===== src/rtl/sa_pkg.sv =====
// ============================================================================
// Module      : sa_pkg
// Description : Shared types and constants for the 2x2 systolic-array host
//               feeder (state encoding, default widths, element counts).
// Revision    : 1.0 - initial release
// ============================================================================
`default_nettype none

package sa_pkg;

    typedef enum logic [2:0] {
        ST_IDLE  = 3'd0,
        ST_LOAD  = 3'd1,
        ST_ISSUE = 3'd2,
        ST_WAIT  = 3'd3,
        ST_DRAIN = 3'd4
    } sa_state_t;

    localparam int DATA_WIDTH_DEF = 4;
    localparam int ACC_WIDTH_DEF  = 9;
    localparam int N_OPERANDS     = 8;
    localparam int N_RESULTS      = 4;

endpackage

`default_nettype wire


===== src/rtl/sa_host_feeder.sv =====
// ============================================================================
// Module      : sa_host_feeder
// Description : Collects eight operands from a stream, issues them to a 2x2
//               systolic array, and streams the four results back out.
//               Optional WAIT watchdog enabled by defining SA_TIMEOUT_EN.
// Revision    : 1.0 - initial release
// ============================================================================
`default_nettype none

module sa_host_feeder
    import sa_pkg::*;
#(
    parameter int DATA_WIDTH  = DATA_WIDTH_DEF,
    parameter int ACC_WIDTH   = ACC_WIDTH_DEF,
    parameter int TIMEOUT_CYC = 32
) (
    input  logic                  clk,
    input  logic                  rstn,
    input  logic                  s_valid,
    output logic                  s_ready,
    input  logic [DATA_WIDTH-1:0] s_data,
    output logic                  m_valid,
    input  logic                  m_ready,
    output logic [ACC_WIDTH-1:0]  m_data,
    output logic                  m_last,
    output logic                  sa_in_valid,
    output logic [DATA_WIDTH-1:0] sa_a00,
    output logic [DATA_WIDTH-1:0] sa_a01,
    output logic [DATA_WIDTH-1:0] sa_a10,
    output logic [DATA_WIDTH-1:0] sa_a11,
    output logic [DATA_WIDTH-1:0] sa_b00,
    output logic [DATA_WIDTH-1:0] sa_b01,
    output logic [DATA_WIDTH-1:0] sa_b10,
    output logic [DATA_WIDTH-1:0] sa_b11,
    input  logic                  sa_out_valid,
    input  logic [ACC_WIDTH-1:0]  sa_c00,
    input  logic [ACC_WIDTH-1:0]  sa_c01,
    input  logic [ACC_WIDTH-1:0]  sa_c10,
    input  logic [ACC_WIDTH-1:0]  sa_c11,
    output logic                  busy,
    output logic                  err
);

    localparam int IDX_W  = $clog2(N_OPERANDS);
    localparam int RIDX_W = $clog2(N_RESULTS);

    if (TIMEOUT_CYC < 1) begin : g_timeout_chk
        $error("TIMEOUT_CYC must be at least 1");
    end

    sa_state_t             state_q, state_d;
    logic [IDX_W-1:0]      idx_q, idx_d;
    logic [RIDX_W-1:0]     ridx_q, ridx_d;
    logic [DATA_WIDTH-1:0] op_q  [N_OPERANDS];
    logic [DATA_WIDTH-1:0] op_d  [N_OPERANDS];
    logic [ACC_WIDTH-1:0]  res_q [N_RESULTS];
    logic [ACC_WIDTH-1:0]  res_d [N_RESULTS];

`ifdef SA_TIMEOUT_EN
    localparam int CNT_W = $clog2(TIMEOUT_CYC + 1);
    logic [CNT_W-1:0] cnt_q;
    logic             timeout;
`endif

    always_ff @(posedge clk or negedge rstn) begin
        if (!rstn) begin
            state_q <= ST_IDLE;
            idx_q   <= '0;
            ridx_q  <= '0;
            for (int i = 0; i < N_OPERANDS; i++) op_q[i] <= '0;
            for (int i = 0; i < N_RESULTS; i++)  res_q[i] <= '0;
        end else begin
            state_q <= state_d;
            idx_q   <= idx_d;
            ridx_q  <= ridx_d;
            op_q    <= op_d;
            res_q   <= res_d;
        end
    end

    always_comb begin
        state_d     = state_q;
        idx_d       = idx_q;
        ridx_d      = ridx_q;
        op_d        = op_q;
        res_d       = res_q;
        s_ready     = 1'b0;
        m_valid     = 1'b0;
        m_data      = '0;
        m_last      = 1'b0;
        sa_in_valid = 1'b0;
`ifdef SA_TIMEOUT_EN
        timeout     = 1'b0;
`endif
        case (state_q)
            ST_IDLE: begin
                // Reset holds the FSM here, so gating with rstn keeps ready low during reset.
                s_ready = rstn;
                if (s_valid && rstn) begin
                    op_d[0] = s_data;
                    idx_d   = IDX_W'(1);
                    state_d = ST_LOAD;
                end
            end
            ST_LOAD: begin
                s_ready = 1'b1;
                if (s_valid) begin
                    op_d[idx_q] = s_data;
                    if (idx_q == IDX_W'(N_OPERANDS - 1)) begin
                        idx_d   = '0;
                        state_d = ST_ISSUE;
                    end else begin
                        idx_d = idx_q + IDX_W'(1);
                    end
                end
            end
            ST_ISSUE: begin
                sa_in_valid = 1'b1;
                state_d     = ST_WAIT;
            end
            ST_WAIT: begin
                sa_in_valid = 1'b1;
                if (sa_out_valid) begin
                    res_d[0] = sa_c00;
                    res_d[1] = sa_c01;
                    res_d[2] = sa_c10;
                    res_d[3] = sa_c11;
                    ridx_d   = '0;
                    state_d  = ST_DRAIN;
                end
`ifdef SA_TIMEOUT_EN
                else if (cnt_q == CNT_W'(TIMEOUT_CYC - 1)) begin
                    timeout = 1'b1;
                    state_d = ST_IDLE;
                end
`endif
            end
            ST_DRAIN: begin
                m_valid = 1'b1;
                m_data  = res_q[ridx_q];
                m_last  = (ridx_q == RIDX_W'(N_RESULTS - 1));
                if (m_ready) begin
                    if (m_last) begin
                        ridx_d  = '0;
                        state_d = ST_IDLE;
                    end else begin
                        ridx_d = ridx_q + RIDX_W'(1);
                    end
                end
            end
            default: state_d = ST_IDLE;
        endcase
    end

`ifdef SA_TIMEOUT_EN
    // Counts completed WAIT cycles; cleared whenever WAIT is left or not yet entered.
    always_ff @(posedge clk or negedge rstn) begin
        if (!rstn) begin
            cnt_q <= '0;
        end else if (state_q == ST_WAIT && state_d == ST_WAIT) begin
            cnt_q <= cnt_q + CNT_W'(1);
        end else begin
            cnt_q <= '0;
        end
    end

    assign err = timeout;
`else
    assign err = 1'b0;
`endif

    assign busy   = (state_q != ST_IDLE);
    assign sa_a00 = op_q[0];
    assign sa_a01 = op_q[1];
    assign sa_a10 = op_q[2];
    assign sa_a11 = op_q[3];
    assign sa_b00 = op_q[4];
    assign sa_b01 = op_q[5];
    assign sa_b10 = op_q[6];
    assign sa_b11 = op_q[7];

endmodule

`default_nettype wire


===== config.mk =====
export PLATFORM = sky130hd
export DESIGN_NAME = sa_host_feeder
export DESIGN_NICKNAME = d
export VERILOG_FILES = /design/src/rtl/sa_pkg.sv /design/src/rtl/sa_host_feeder.sv
export SDC_FILE = /design/constraint.sdc
export NUM_CORES = 1
export LEC_CHECK = 0
export CAP_MARGIN = 20
export CELL_PAD_IN_SITES_DETAIL_PLACEMENT = 2
export CELL_PAD_IN_SITES_GLOBAL_PLACEMENT = 2
export CORE_MARGIN = 10
export CORE_UTILIZATION = 32
export CTS_CLUSTER_SIZE = 40
export DETAILED_ROUTE_END_ITERATION = 16
export PLACE_DENSITY = 0.77
export SLEW_MARGIN = 20
export SYNTH_ARGS = -nofsm -noshare
export SYNTH_HDL_FRONTEND = slang
export SYNTH_SLANG_ARGS = --single-unit
export TNS_END_PERCENT = 20

===== constraint.sdc =====
create_clock -name clk -period 2.7 [get_ports clk]
set_clock_uncertainty 0.2 [all_clocks]
set_input_delay 0.54 -clock clk [delete_from_list [all_inputs] [get_ports clk]]
set_output_delay 0.54 -clock clk [all_outputs]
set_load 0.1 [all_outputs]

After elaboration in Yosys (flattened, before gate mapping)
Cells that the tools add are included.
- add/subtract/negate cells: 2
- $mul: 0
- div/mod/pow operators: 0
- magnitude comparators: 3
- equal/unequal tests: 12
- shift-type cells: 0
- muxes and demuxes: 28
- bitwise logic cells: 2
- reduce and logical (&&, ||, !) cells: 12
- operators by type and width (operator ; count):
    $bwmux W32 ; 1
    $mux W32 ; 1
    $mux W9 ; 3
    $mux W3 ; 8
    $bmux W9 S2 ; 1
    $pmux W3 S5 ; 1
    $demux W4 S3 ; 1
    $ne A2 B2 Y1 const B ; 6
    $mux W4 ; 2
    $pmux W4 S2 ; 1
    $eq A3 B2 Y1 const B ; 2
    $eq A3 B3 Y1 const B ; 2
    $mux W2 ; 3
    $pmux W3 S2 ; 1
    $reduce_and A3 Y1 ; 2
    $reduce_and A6 Y1 ; 1
    $ge A4 B4 Y1 const B ; 1
    $lt A4 B1 Y1 const B ; 1
    $not A3 Y4 ; 1
    $pmux W2 S2 ; 1
    $reduce_and A2 Y1 ; 2
    $reduce_bool A2 Y1 ; 2
    $add A3 B1 Y3 const B ; 1
    $eq A3 B1 Y1 const B ; 1
    other kinds (10) ; 13
- register bits after elaboration: 76
- latch bits: 0
- RAM bits: 0
- memory bits (read-only): 0
- input bits: 45
- output and inout bits: 47
- memories kept: 0

Depth between registers and ports, before layout
Gate-level depths: netlist (run 1).
- word-level depth: 8
- depth in mapped cells: 6

Least setup slack after synthesis (run 1)
OpenSTA, ideal clock, no wires.
- kind: register to output
- from: reg state_q[0]
- to: out s_ready
- arrival time: 2.774 ns
- setup slack: -0.814 ns
- stages on the path, launching flop included: 4
- path buffers: 1
- cell sequence: dfrtp_1 -> buf_1 -> nor2_1 -> nor3_1
- word-level cells in the longest chain between the ends: 2
- elaborated cells on any way between the ends: 3
- those cells by class: 1 x eq/ne; 1 x mux; 1 x reduce/logical
- ends and longest elaborated chain (element ; line ; source):
    start: declaration ; sa_host_feeder.sv:51 ; sa_state_t state_q, state_d;
    start signal: assignment ; sa_host_feeder.sv:73 ; state_q <= state_d;
    $eq A3 B1 Y1 / $logic_not A3 Y1 (equally long branches) ; sa_host_feeder.sv:95 ; case (state_q)
    $pmux W1 S2 * ; sa_host_feeder.sv:95 ;
    end: declaration ; sa_host_feeder.sv:20 ; output logic s_ready,
Mark *: on every way between the ends. The rest lies on a longest branch, timed or not.

Worst setup path after layout (run 1)
- from: reg ridx_q[0]
- to: out m_data[7]
- word-level cells in the longest chain between the ends: 5
- ends and longest elaborated chain (element ; line ; source):
    start: declaration ; sa_host_feeder.sv:53 ; logic [RIDX_W-1:0] ridx_q, ridx_d;
    start signal: assignment ; sa_host_feeder.sv:75 ; ridx_q <= ridx_d;
    $not A2 Y3 (implied by the code) ; sa_host_feeder.sv:140 ; m_data = res_q[ridx_q];
    $bmux W9 S2 ; sa_host_feeder.sv:140 ;
    $mux W9 (implied by the code) (2 in a row) ; sa_host_feeder.sv:140 ;
    $mux W9 ; sa_host_feeder.sv:95 ;
    end: declaration ; sa_host_feeder.sv:24 ; output logic [ACC_WIDTH-1:0] m_data,
No other way between the ends. The select of a mux whose other input is x is not followed.

==> flow_summary.toml, run 1 <==
[layout]
multiInputGateArea_sq_um = 1390
final_util_pct = 45.3
drive_gt1_share_pct = 46.2
final_nets = 370
antennaDiodeCount = 0
fillers = 1014
syn2layout_area_growth_pct = 38.5
regArea_sq_um = 1900

[drt]
vias = 2236
dr.pass1.iters = 4
drc = 0
ant_nets = 0
drt_iter0_drc = 58
drt-vias-per-instance = 4.83
wl_per_cell_um = 20.2
routed_wl_um = 9370

[die]
dieArea_sq_um = 15000
initial_utilization_pct = 32.7
die_h_um = 123
core_sq_um = 10300
die_width_um = 123
rows = 37
ios = 92

[timing]
slew_headroom_pct = 55.2
slew_violations = 0
setup_violations = 0
period_share_pct = 94.0
rsz0062_at_grt = "no"
worst_pin_slew_ps = 672
max_freq_mhz = 394
fin_crit_ps = 2540
hold_viol_final = 0

[global_route]
grt_max_degree = 53
grt_overflow_total = 0
antenna_found_initial = 0
track_usage_pct = 12.9
grt_first_pass_wirelength_um = 14900
grt_pass1_vias = 2590

[cts]
hold_buffers = 0
insertion_delay_ps = 330
ctsResizeCount = 0
cts.path.max_buffers = 2
path_clk_slew_ps = 90
cts_buffers = 9
cts_tree = "yes"
clock-root-buffer = "clkbuf_8"
cts_setup_buffers = 0
clkSinkCount = 76
htreeDepth = 3

[setup_path]
r2r_start = "state_q[1]"
reg2reg_slack_ps = 550
path_cells = "buf_4, mux4_2, and2_1, buf_12"
arrival_ps = 1800
critPathLaunchType = "flip-flop"
crit_path_max_fanout = 12
r2r-end = "sa_a10[3]"
r2r_cells = 4
worstPathRequired_ps = 1960
slowest_delay_ps = 520
end_kind = "primary output"
path_class = "reg2out"
cp_slowest_cell = "mux4_2"
crit_path_end = "m_data[7]"
setup.worst_path.start = "ridx_q[0]"

[synthesis]
yosysMostFrequentCell = "dfrtp_1"
synth_top_area_share_pct = 56.5
synth_top_cell_by_area = "dfrtp_1"
synth_area_per_cell_sq_um = 14.8
synth_edf_count = 0
ys_ff_latch = 76
synth.net_count = 275
syn_area_sq_um = 3370
async_flop_share_pct = 100
syn_inst = 227
synthFlopType = "dfrtp_1"
synth_area_leaders = "dfrtp_1 57%, mux2_2 21%, mux4_2 6.0%"
synth_seq_area_share_pct = 56.5
yosys_warnings = 0
ys_top_cells_by_count = "76 x dfrtp_1, 64 x mux2_2, 10 x and2_1, 10 x nand2_1, 9 x mux4_2"
yosysUniqueCellTypes = 33

[placed_design]
dp.final_hpwl_um = 7110
place_congestion = 0.697
numPortBuffers = 90

[job]
maxCapViolations = 0

[worst_hold_path]
hp-class = "in2async"

[status]
status = "complete, no violations"
flip-flops by register name (all words and copies together) (netlist names):
name / cells
res_q: 36
sa_a00: 4
sa_a01: 4
sa_a10: 4
sa_a11: 4
sa_b00: 4
sa_b01: 4
sa_b10: 4
sa_b11: 4
idx_q: 3
state_q: 3
ridx_q: 2
area by class of cell:
cell class,count,share of cell area (%)
Timing Repair Buffer,98,21.9
Clock buffer,11,3.03
Sequential cell,76,40.8
Multi-Input combinational cell,137,29.9
Clock inverter,5,0.779
Tap cell,136,3.65
per-layer routing:
metal / vias to the layer above / global-route usage (%) / routed length [um]
li1: 1012 / - / -
met1: 1188 / 15.3 / 3910
met2: 32 / 22.9 / 5150
met3: 4 / 2.48 / 235
met4: 0 / 4.64 / 74
met5: - / 0 / 0
through the flow:
step | setup WS, ps | hold WS, ps | setup TNS, ps | area (sq um) | std cells
after floorplan | -814 | 44.4 | -6430 | 3370 | 227
after global placement | 137 | 282 | 0 | 4480 | 447
after detailed placement | 75.1 | 293 | 0 | 4480 | 447
after CTS | 110 | 44.0 | 0 | 4660 | 463
after global routing | 31.2 | 55.4 | 0 | 4660 | 463
final | 163 | 47.0 | 0 | 4660 | 463
cell families after synthesis:
logic type | synth area share (%)
multiplexers | 29.5
other | 0.111
AND/OR/NAND/NOR | 8.70
adder cells (fa/ha/maj) | 1.12
flip-flops | 56.5
buffers and inverters | 2.12
AO/OA/AOI/OAI | 1.93
critical path: cells and delay by family, from the launching register on:
kind                   cells  cell delay [ps]
multiplexers               1              520
buffers and inverters      2              410
flip-flops                 1              330
AND/OR/NAND/NOR            1              200
cell usage in the layout (no fill, tap or decap), drive strengths merged:
cell	Yosys	layout
nand4bb	2	2
conb	1	1
clkdlybuf4s50	0	43
nor4b	2	2
clkinv	0	1
or3	2	2
nand4b	4	4
mux2	68	68
o31ai	1	1
o21ai	2	2
inv	0	1
and4bb	1	1
clkinvlp	0	3
nand3	4	4
mux4	9	9
a311o	1	1
nand4	1	1
and2	10	10
a211oi	2	2
a21oi	1	1
nor2	4	4
buf	9	55
dfrtp	76	76
nor3b	1	1
clkbuf	5	11
or2	1	1
mux2i	1	1
ha	3	3
nor2b	1	1
nand2	10	10
or3b	1	1
a22o	2	2
nor3	2	2
how the worst min path moves through the flow:
stage | depth (start not counted) | slack, ps | to | from
after floorplan | 0 | 40 | idx_q[0] | rstn
after global placement | 1 | 280 | res_q[18] | res_q[18]
after detailed placement | 1 | 290 | res_q[34] | res_q[34]
after CTS | 2 | 40 | sa_a01[2] | rstn
after global routing | 2 | 60 | sa_a01[2] | rstn
final | 2 | 50 | sa_b10[2] | rstn
Power of run 1 is left out: the tool's default activity adds up to more than one toggle a clock period on the data nets, which glitch-free logic cannot reach.
==> run 2, diff against run 1 <==
--- a/config.mk
+++ b/config.mk
@@ -13,6 +13,7 @@
 export CTS_CLUSTER_SIZE = 40
 export DETAILED_ROUTE_END_ITERATION = 16
 export PLACE_DENSITY = 0.77
+export SKIP_LAST_GASP = 1
 export SLEW_MARGIN = 20
 export SYNTH_ARGS = -nofsm -noshare
 export SYNTH_HDL_FRONTEND = slang
==> results of run 2 <==
No change in the layout: final DEF, timing and power equal those of run 1.
Power of run 2 is left out for the same reason.
